### config.mk
export PLATFORM = sky130hd
export DESIGN_NAME = ex_muldiv_unit
export DESIGN_NICKNAME = d
export VERILOG_FILES = /design/src/rtl/ex_muldiv_unit_pkg.sv /design/src/rtl/ex_muldiv_unit.sv
export SDC_FILE = /design/constraint.sdc
export NUM_CORES = 1
export LEC_CHECK = 0
export BUFFER_PORTS_ARGS = -buffer_cell sky130_fd_sc_hd__buf_4
export CAP_MARGIN = 10
export CORE_UTILIZATION = 60
export DETAILED_ROUTE_END_ITERATION = 6
export GPL_TIMING_DRIVEN = 0
export PLACE_DENSITY_LB_ADDON = 0.08
export SLEW_MARGIN = 25
export SYNTH_ARGS = -nofsm -noshare
export SYNTH_HDL_FRONTEND = slang
export SYNTH_SLANG_ARGS = --single-unit
export TNS_END_PERCENT = 30
### constraint.sdc
create_clock -name CLK -period 4.8 [get_ports CLK]
set_input_delay 0.24 -clock CLK [delete_from_list [all_inputs] [get_ports CLK]]
set_output_delay 0.24 -clock CLK [all_outputs]
set_load 0.1 [all_outputs]
### src/rtl/ex_muldiv_unit_pkg.sv
// Shared encodings for the EX-stage iterative multiply/divide unit.
// Operation codes match the OP field driven from the decode-to-execute register.
package ex_muldiv_unit_pkg;

    localparam int unsigned DWL_DEFAULT = 32;

    typedef enum logic [1:0] {
        OP_MULTU = 2'b00,
        OP_MULT  = 2'b01,
        OP_DIVU  = 2'b10,
        OP_DIV   = 2'b11
    } op_e;

    typedef enum logic [1:0] {
        ST_IDLE = 2'b00,
        ST_CALC = 2'b01,
        ST_FIX  = 2'b10
    } state_e;

endpackage

### src/rtl/ex_muldiv_unit.sv
// Iterative multiply/divide with architectural HI/LO: one result bit per cycle,
// shift-add multiply and restoring divide over one shared 2*DWL-bit accumulator.
module ex_muldiv_unit
    import ex_muldiv_unit_pkg::*;
#(
    parameter int unsigned DWL = DWL_DEFAULT,
    parameter int unsigned CW  = 6
) (
    input  logic           CLK,
    input  logic           CLR_N,
    input  logic           START,
    input  logic [1:0]     OP,
    input  logic [DWL-1:0] A,
    input  logic [DWL-1:0] B,
    input  logic           FLUSH,
    input  logic           WE_HI,
    input  logic           WE_LO,
    input  logic [DWL-1:0] WD,
    output logic           BUSY,
    output logic           DONE,
    output logic           DIV0,
    output logic [DWL-1:0] HI,
    output logic [DWL-1:0] LO
);

    state_e           state_q, state_d;
    op_e              op_q, op_d;
    logic [2*DWL-1:0] acc_q, acc_d;
    logic [DWL-1:0]   opd_q, opd_d;
    logic [CW-1:0]    cnt_q, cnt_d;
    logic             neg_q, neg_d;
    logic             rneg_q, rneg_d;
    logic             dz_q, dz_d;
    logic [DWL-1:0]   hi_q, hi_d, lo_q, lo_d;
    logic             done_q, done_d, div0_q, div0_d;

    logic             signed_op, a_neg, b_neg;
    logic [DWL-1:0]   a_mag, b_mag;
    logic [DWL:0]     mul_sum, div_diff;
    logic [2*DWL-1:0] mul_step, div_step, prod;
    logic [DWL-1:0]   quo, rem;

    assign signed_op = (OP == OP_MULT) || (OP == OP_DIV);
    assign a_neg     = signed_op & A[DWL-1];
    assign b_neg     = signed_op & B[DWL-1];
    assign a_mag     = a_neg ? -A : A;
    assign b_mag     = b_neg ? -B : B;

    // Multiply: acc = {partial product, remaining multiplier bits}, shifted right.
    assign mul_sum  = {1'b0, acc_q[2*DWL-1:DWL]} + {1'b0, (acc_q[0] ? opd_q : '0)};
    assign mul_step = {mul_sum, acc_q[DWL-1:1]};

    // Divide: acc = {remainder, dividend/quotient}; the extra bit keeps the shifted remainder exact.
    assign div_diff = acc_q[2*DWL-1:DWL-1] - {1'b0, opd_q};
    assign div_step = div_diff[DWL] ? {acc_q[2*DWL-2:0], 1'b0}
                                    : {div_diff[DWL-1:0], acc_q[DWL-2:0], 1'b1};

    assign prod = neg_q ? -acc_q : acc_q;
    assign quo  = acc_q[DWL-1:0];
    assign rem  = acc_q[2*DWL-1:DWL];

    always_comb begin
        state_d = state_q;
        op_d    = op_q;
        acc_d   = acc_q;
        opd_d   = opd_q;
        cnt_d   = cnt_q;
        neg_d   = neg_q;
        rneg_d  = rneg_q;
        dz_d    = dz_q;
        hi_d    = hi_q;
        lo_d    = lo_q;
        done_d  = 1'b0;
        div0_d  = 1'b0;
        case (state_q)
            ST_IDLE: begin
                if (WE_HI) hi_d = WD;
                if (WE_LO) lo_d = WD;
                if (START && !FLUSH) begin
                    state_d = ST_CALC;
                    op_d    = op_e'(OP);
                    cnt_d   = '0;
                    neg_d   = a_neg ^ b_neg;
                    rneg_d  = a_neg;
                    dz_d    = OP[1] && (B == '0);
                    acc_d   = {{DWL{1'b0}}, (OP[1] ? a_mag : b_mag)};
                    opd_d   = OP[1] ? b_mag : a_mag;
                end
            end
            ST_CALC: begin
                acc_d = op_q[1] ? div_step : mul_step;
                cnt_d = cnt_q + CW'(1);
                if (FLUSH)
                    state_d = ST_IDLE;
                else if (cnt_q == CW'(DWL - 1))
                    state_d = ST_FIX;
            end
            ST_FIX: begin
                state_d = ST_IDLE;
                if (!FLUSH) begin
                    done_d = 1'b1;
                    div0_d = dz_q;
                    if (op_q[1]) begin
                        // A zero divisor leaves |A| as remainder, so the dividend sign restores A.
                        lo_d = dz_q ? '1 : (neg_q ? -quo : quo);
                        hi_d = rneg_q ? -rem : rem;
                    end else begin
                        hi_d = prod[2*DWL-1:DWL];
                        lo_d = prod[DWL-1:0];
                    end
                end
            end
            default: state_d = ST_IDLE;
        endcase
    end

    always_ff @(posedge CLK or negedge CLR_N) begin
        if (!CLR_N) begin
            state_q <= ST_IDLE;
            op_q    <= OP_MULTU;
            acc_q   <= '0;
            opd_q   <= '0;
            cnt_q   <= '0;
            neg_q   <= 1'b0;
            rneg_q  <= 1'b0;
            dz_q    <= 1'b0;
            hi_q    <= '0;
            lo_q    <= '0;
            done_q  <= 1'b0;
            div0_q  <= 1'b0;
        end else begin
            state_q <= state_d;
            op_q    <= op_d;
            acc_q   <= acc_d;
            opd_q   <= opd_d;
            cnt_q   <= cnt_d;
            neg_q   <= neg_d;
            rneg_q  <= rneg_d;
            dz_q    <= dz_d;
            hi_q    <= hi_d;
            lo_q    <= lo_d;
            done_q  <= done_d;
            div0_q  <= div0_d;
        end
    end

    assign BUSY = (state_q != ST_IDLE);
    assign DONE = done_q;
    assign DIV0 = div0_q;
    assign HI   = hi_q;
    assign LO   = lo_q;

endmodule

Yosys cells after proc, flatten, opt, wreduce, memory -nomap -nowiden. Index checks and enable logic that the tools add are counted.

Bits in registers: 175. Input port bits: 104. Output and inout port bits: 67.

Multiplexer cells: 31. Bitwise logic cells: 3. Equal/unequal tests: 10. Reductions and logical operators: 14. Add/sub/neg operators: 8.

Operators by type and width (number): $mux W32 (14); $mux W64 (4); $neg A32 Y32 (4); $pmux W32 S2 (2); $pmux W64 S2 (1); $neg A64 Y64 (1); $add A32 B32 Y33 (1); $sub A33 B32 Y33 (1); $logic_not A32 Y1 (1); $pmux W6 S2 (1); $ne A2 B2 Y1 const B (4); $add A6 B1 Y6 const B (1); $eq A6 B5 Y1 const B (1); $mux W2 (3); $mux W6 (1); $reduce_and A2 Y1 (3); $reduce_and A3 Y1 (2); $reduce_bool A2 Y1 (3); $eq A2 B1 Y1 const B (2); $eq A2 B2 Y1 const B (2); $mux W1 (4); $pmux W2 S2 (1); $ne A3 B3 Y1 const B (1); $and A1 B1 Y1 (2); 5 further kinds (6).

Longest topological paths before layout.
Word-level depth: 7. Gate-level depth with buffers: 14. Gate-level depth less buffers: 13.

Least setup slack after synthesis. No wires, ideal clock.

Kind: flip-flop to flip-flop. Start point: register acc_q[0]. End point: register acc_q[62]. Data required time: 4667 ps. Path slack: 1581 ps. Clock period less this slack: 3219 ps. Path buffers: 1. Cell stages (with the launch flop): 14. Data arrival time: 3086 ps. Path through: dfrtp_1 -> inv_1 -> clkbuf_1 -> nor2_1 -> ha_1 -> o21ai_0 -> nor2_1 -> o21ai_1 -> o32a_1 -> o32ai_2 -> a221oi_2 -> a2111oi_1 -> mux2i_1 -> o211ai_1.

Cells in the longest elaborated chain, start to end: 4.

Ends and longest elaborated chain: start: declaration (RTL line ex_muldiv_unit.sv:28) `logic [2*DWL-1:0] acc_q, acc_d;`; start signal: assignment (RTL line ex_muldiv_unit.sv:121) `acc_q <= '0;`; start signal: assignment (RTL line ex_muldiv_unit.sv:134) `acc_q <= acc_d;`; $mux W32 (RTL line ex_muldiv_unit.sv:50) `assign mul_sum = {1'b0, acc_q[2*DWL-1:DWL]} + {1'b0, (acc_q[0] ? opd_q : '0)};`; $add A32 B32 Y33 (RTL line ex_muldiv_unit.sv:50); $mux W64 (RTL line ex_muldiv_unit.sv:91) `acc_d = op_q[1] ? div_step : mul_step;`; $pmux W64 S2 (RTL line ex_muldiv_unit.sv:75) `case (state_q)`.

No other way between the ends. A chain may end at the register's enable or synchronous reset.

Worst setup path after layout. Ends and elaborated chain as after synthesis.

==> reports/qor.yml <==
floorplanning:
  die-height_um: 159
  start_util_pct: 61.1
  die_area_um2: 25400
  ios: 171
  rows: 57
  core_um2: 24300
  die_w_um: 159
job:
  maxCapViolCount: 0
layout:
  syn_to_final_growth_pct: 16.1
  drive_gt1_share_pct: 12.6
  mostFrequentLayoutCells: "214 x nand2_1, 193 x o21ai_0, 177 x nor2_1, 174 x dfrtp_1, 171 x buf_4"
  fin_nets: 2254
  layout_commonest_cell: "nand2_1"
  fill_cells: 2014
  multi_input_area_um2: 9750
  insertedDiodeCount: 0
  final-seq-area_um2: 4350
  layout.cells.non_filler: 2416
sta:
  tightest_slew_ps: 976
  fmax_ghz: 0.208
  post-route-period-util_pct: 99.9
  hold_violations: 0
  setup_viol: 0
  rsz0062_at_grt: "false"
  fin_crit_ps: 4800
  fin_tns_setup_ps: 0
  fin_skew_ps: 16.5
  maxSlewViolCount: 0
  slew_headroom_pct: 34.7
run_status:
  status: "finished, final reports clean"
worst_setup_path:
  path_max_fanout: 10
  worstSetupPathType: "reg2reg"
  required_ps: 5120
  cp.arrival_ps: 5110
  cp-end-kind: "register"
  rrSetupSlack_ps: 3
  start_kind: "register"
clock_tree:
  cts_tree: "done"
  cts.path.max_buffers: 2
  root_buffer: "clkbuf_16"
  insertion_delay_ps: 450
  htree_levels: 4
  cts_resized: 0
  cts_setup_buffers: 0
  clkSinkCount: 174
  numCtsBuffers: 17
  ctsHoldBuffers: 1
  clkTransAtPathRegs_ps: 80
global_route:
  antenna_found_initial: 1
  grt_max_degree: 94
  grtUsageTotal_pct: 41.4
  grt_pass1_vias: 14600
  grt.overflow.total: 0
  grt_pass1_wl_um: 81500
synth:
  yosys-top-cells-area: "dfrtp_1 29%, xnor2_1 6.9%, o21ai_0 6.5%"
  synth_top_area_share_pct: 29.3
  ys_seq_elements: 174
  ys_async_sr_fraction_pct: 100
  synth_top_cell_by_area: "dfrtp_1"
  synth.yosys.warnings: 0
  synth_nets: 2062
  syn_inst: 1887
  synth_edf_count: 0
  syn-mean-instance-area_um2: 7.87
  ys_types: 89
  netlist_area_um2: 14900
  synth_flop_cell: "dfrtp_1"
  seq_area_frac_synth_pct: 29.3
power:
  p_leak_uw: 0.00745
  ir_drop_uv: 391
  pwr_density_cell_nw_per_um2: 570
placed_design:
  place_inst: 2383
  gp_congestion: 1.07
  port_buffers: 170
  dp_hpwl_um: 41900
detailed_routing:
  drt-pass1-iter-count: 6
  vias: 15800
  drt_iter0_drc: 1955
  postRouteAntennaNets: 0
  viasPerCell: 6.53
  drc_errors: 0
  routed_wl_um: 53000
  avgRoutedWirePerCell_um: 21.9
worst_hold_path:
  hold_class: "in2reg"
==> cell families (layout without fill, tap and decap cells) <==
logic type / Yosys count / count (layout) / share of synthesized area, %
AO/OA/AOI/OAI: 659 / 659 / 27.6
AND/OR/NAND/NOR: 577 / 577 / 18.2
adder cells (fa/ha/maj): 71 / 71 / 6.08
multiplexers: 55 / 55 / 3.76
XOR/XNOR: 169 / 169 / 10.0
flip-flops: 174 / 174 / 29.3
buffers and inverters: 182 / 387 / 5.09
==> metal layers <==
layer  GRT usage, %  vias up  wire length, um
li1               -     7237                -
met1           55.5     7360            21400
met2           64.7     1011            23100
met3           6.56      178             5430
met4           22.0        0             3040
met5              0        -                0
==> cells in the mapped netlist, types with 5 or more instances <==
library cell,instances
ha_1,69
xor2_1,51
o31a_1,6
mux2_2,6
or2_2,9
nor3_1,37
mux2i_1,49
o21bai_1,6
o31ai_1,24
dfrtp_1,174
a21boi_0,7
o211ai_1,23
nand4_1,10
nand2_1,214
buf_1,11
and3_1,7
inv_1,63
or3_1,13
a31oi_1,21
a22oi_1,14
xnor2_1,117
a221o_1,5
nor4_1,13
a21oi_1,167
or4_1,9
nor2_1,177
a21o_1,25
nand2b_1,17
buf_6,5
clkbuf_1,90
and2_1,12
o41ai_1,9
o22ai_1,33
o221ai_1,15
a211oi_1,47
o21ai_0,193
nor2b_1,6
o21ai_1,13
o21a_1,13
nand3_1,22
buf_2,9
==> stage by stage <==
step                      total power [uW]  hold WS [ps]  setup slack [ps]  utilization, %  area [um^2]
after floorplan                       6560         -55.6              1580               -        14900
after global placement                8050           464               323            68.0        16500
after detailed placement              8160           293               187            68.3        16600
after CTS                             9660          31.8               188            70.9        17200
after global routing                 10400          40.8              30.0            70.9        17200
final                                 9840          46.9              3.46            70.9        17200
==> critical path, stage by stage, from the launching register on <==
cell and delay (ps):
dfrtp_1 520, inv_1 280, clkbuf_1 530, nor2_1 130
ha_1 380, o21ai_0 100, nor2_1 210, o21ai_1 210
o32a_1 390, o32ai_2 460, a221oi_2 200, a2111oi_1 840
mux2i_1 280, o211ai_1 110
==> final timing paths <==
check / cells past startpoint / start / end
max reg2reg: 13 / acc_q[0]$_DFFE_PN0P_ / acc_q[62]$_DFFE_PN0P_
max: 13 / acc_q[0]$_DFFE_PN0P_ / acc_q[62]$_DFFE_PN0P_
min in group asynchronous: 3 / CLR_N / HI[27]$_DFFE_PN0P_
max in group asynchronous: 4 / CLR_N / state_q[1]$_DFFE_PN0P_
min: 2 / FLUSH / state_q[0]$_DFFE_PN0P_
min reg2reg: 2 / HI[4]$_DFFE_PN0P_ / HI[4]$_DFFE_PN0P_
==> final cells by class <==
cell class	count	share of cell area, %
tap	324	2.35
timing repair buffer	173	7.82
multi-input combinational	1531	56.5
sequential	174	25.2
inverter	64	1.39
clock buffer	17	2.47
clock inverter	15	1.20
buffer	118	2.99
==> state kept, by name (all words and copies together), names as in the netlist <==
| register | cells |
|---|---|
| op_q | 1 |
| LO | 32 |
| opd_q | 32 |
| DONE | 1 |
| neg_q | 1 |
| acc_q | 64 |
| state_q | 2 |
| rneg_q | 1 |
| cnt_q | 6 |
| dz_q | 1 |
| HI | 32 |
| DIV0 | 1 |
==> report_power, final <==
part	total [uW]	switching [uW]	internal, uW
Combinational	5900	3780	2120
Sequential	2450	617	1830
Clock	1490	732	762
Total	9840	5130	4710
Note: power is estimated with default switching activity, not from simulation.
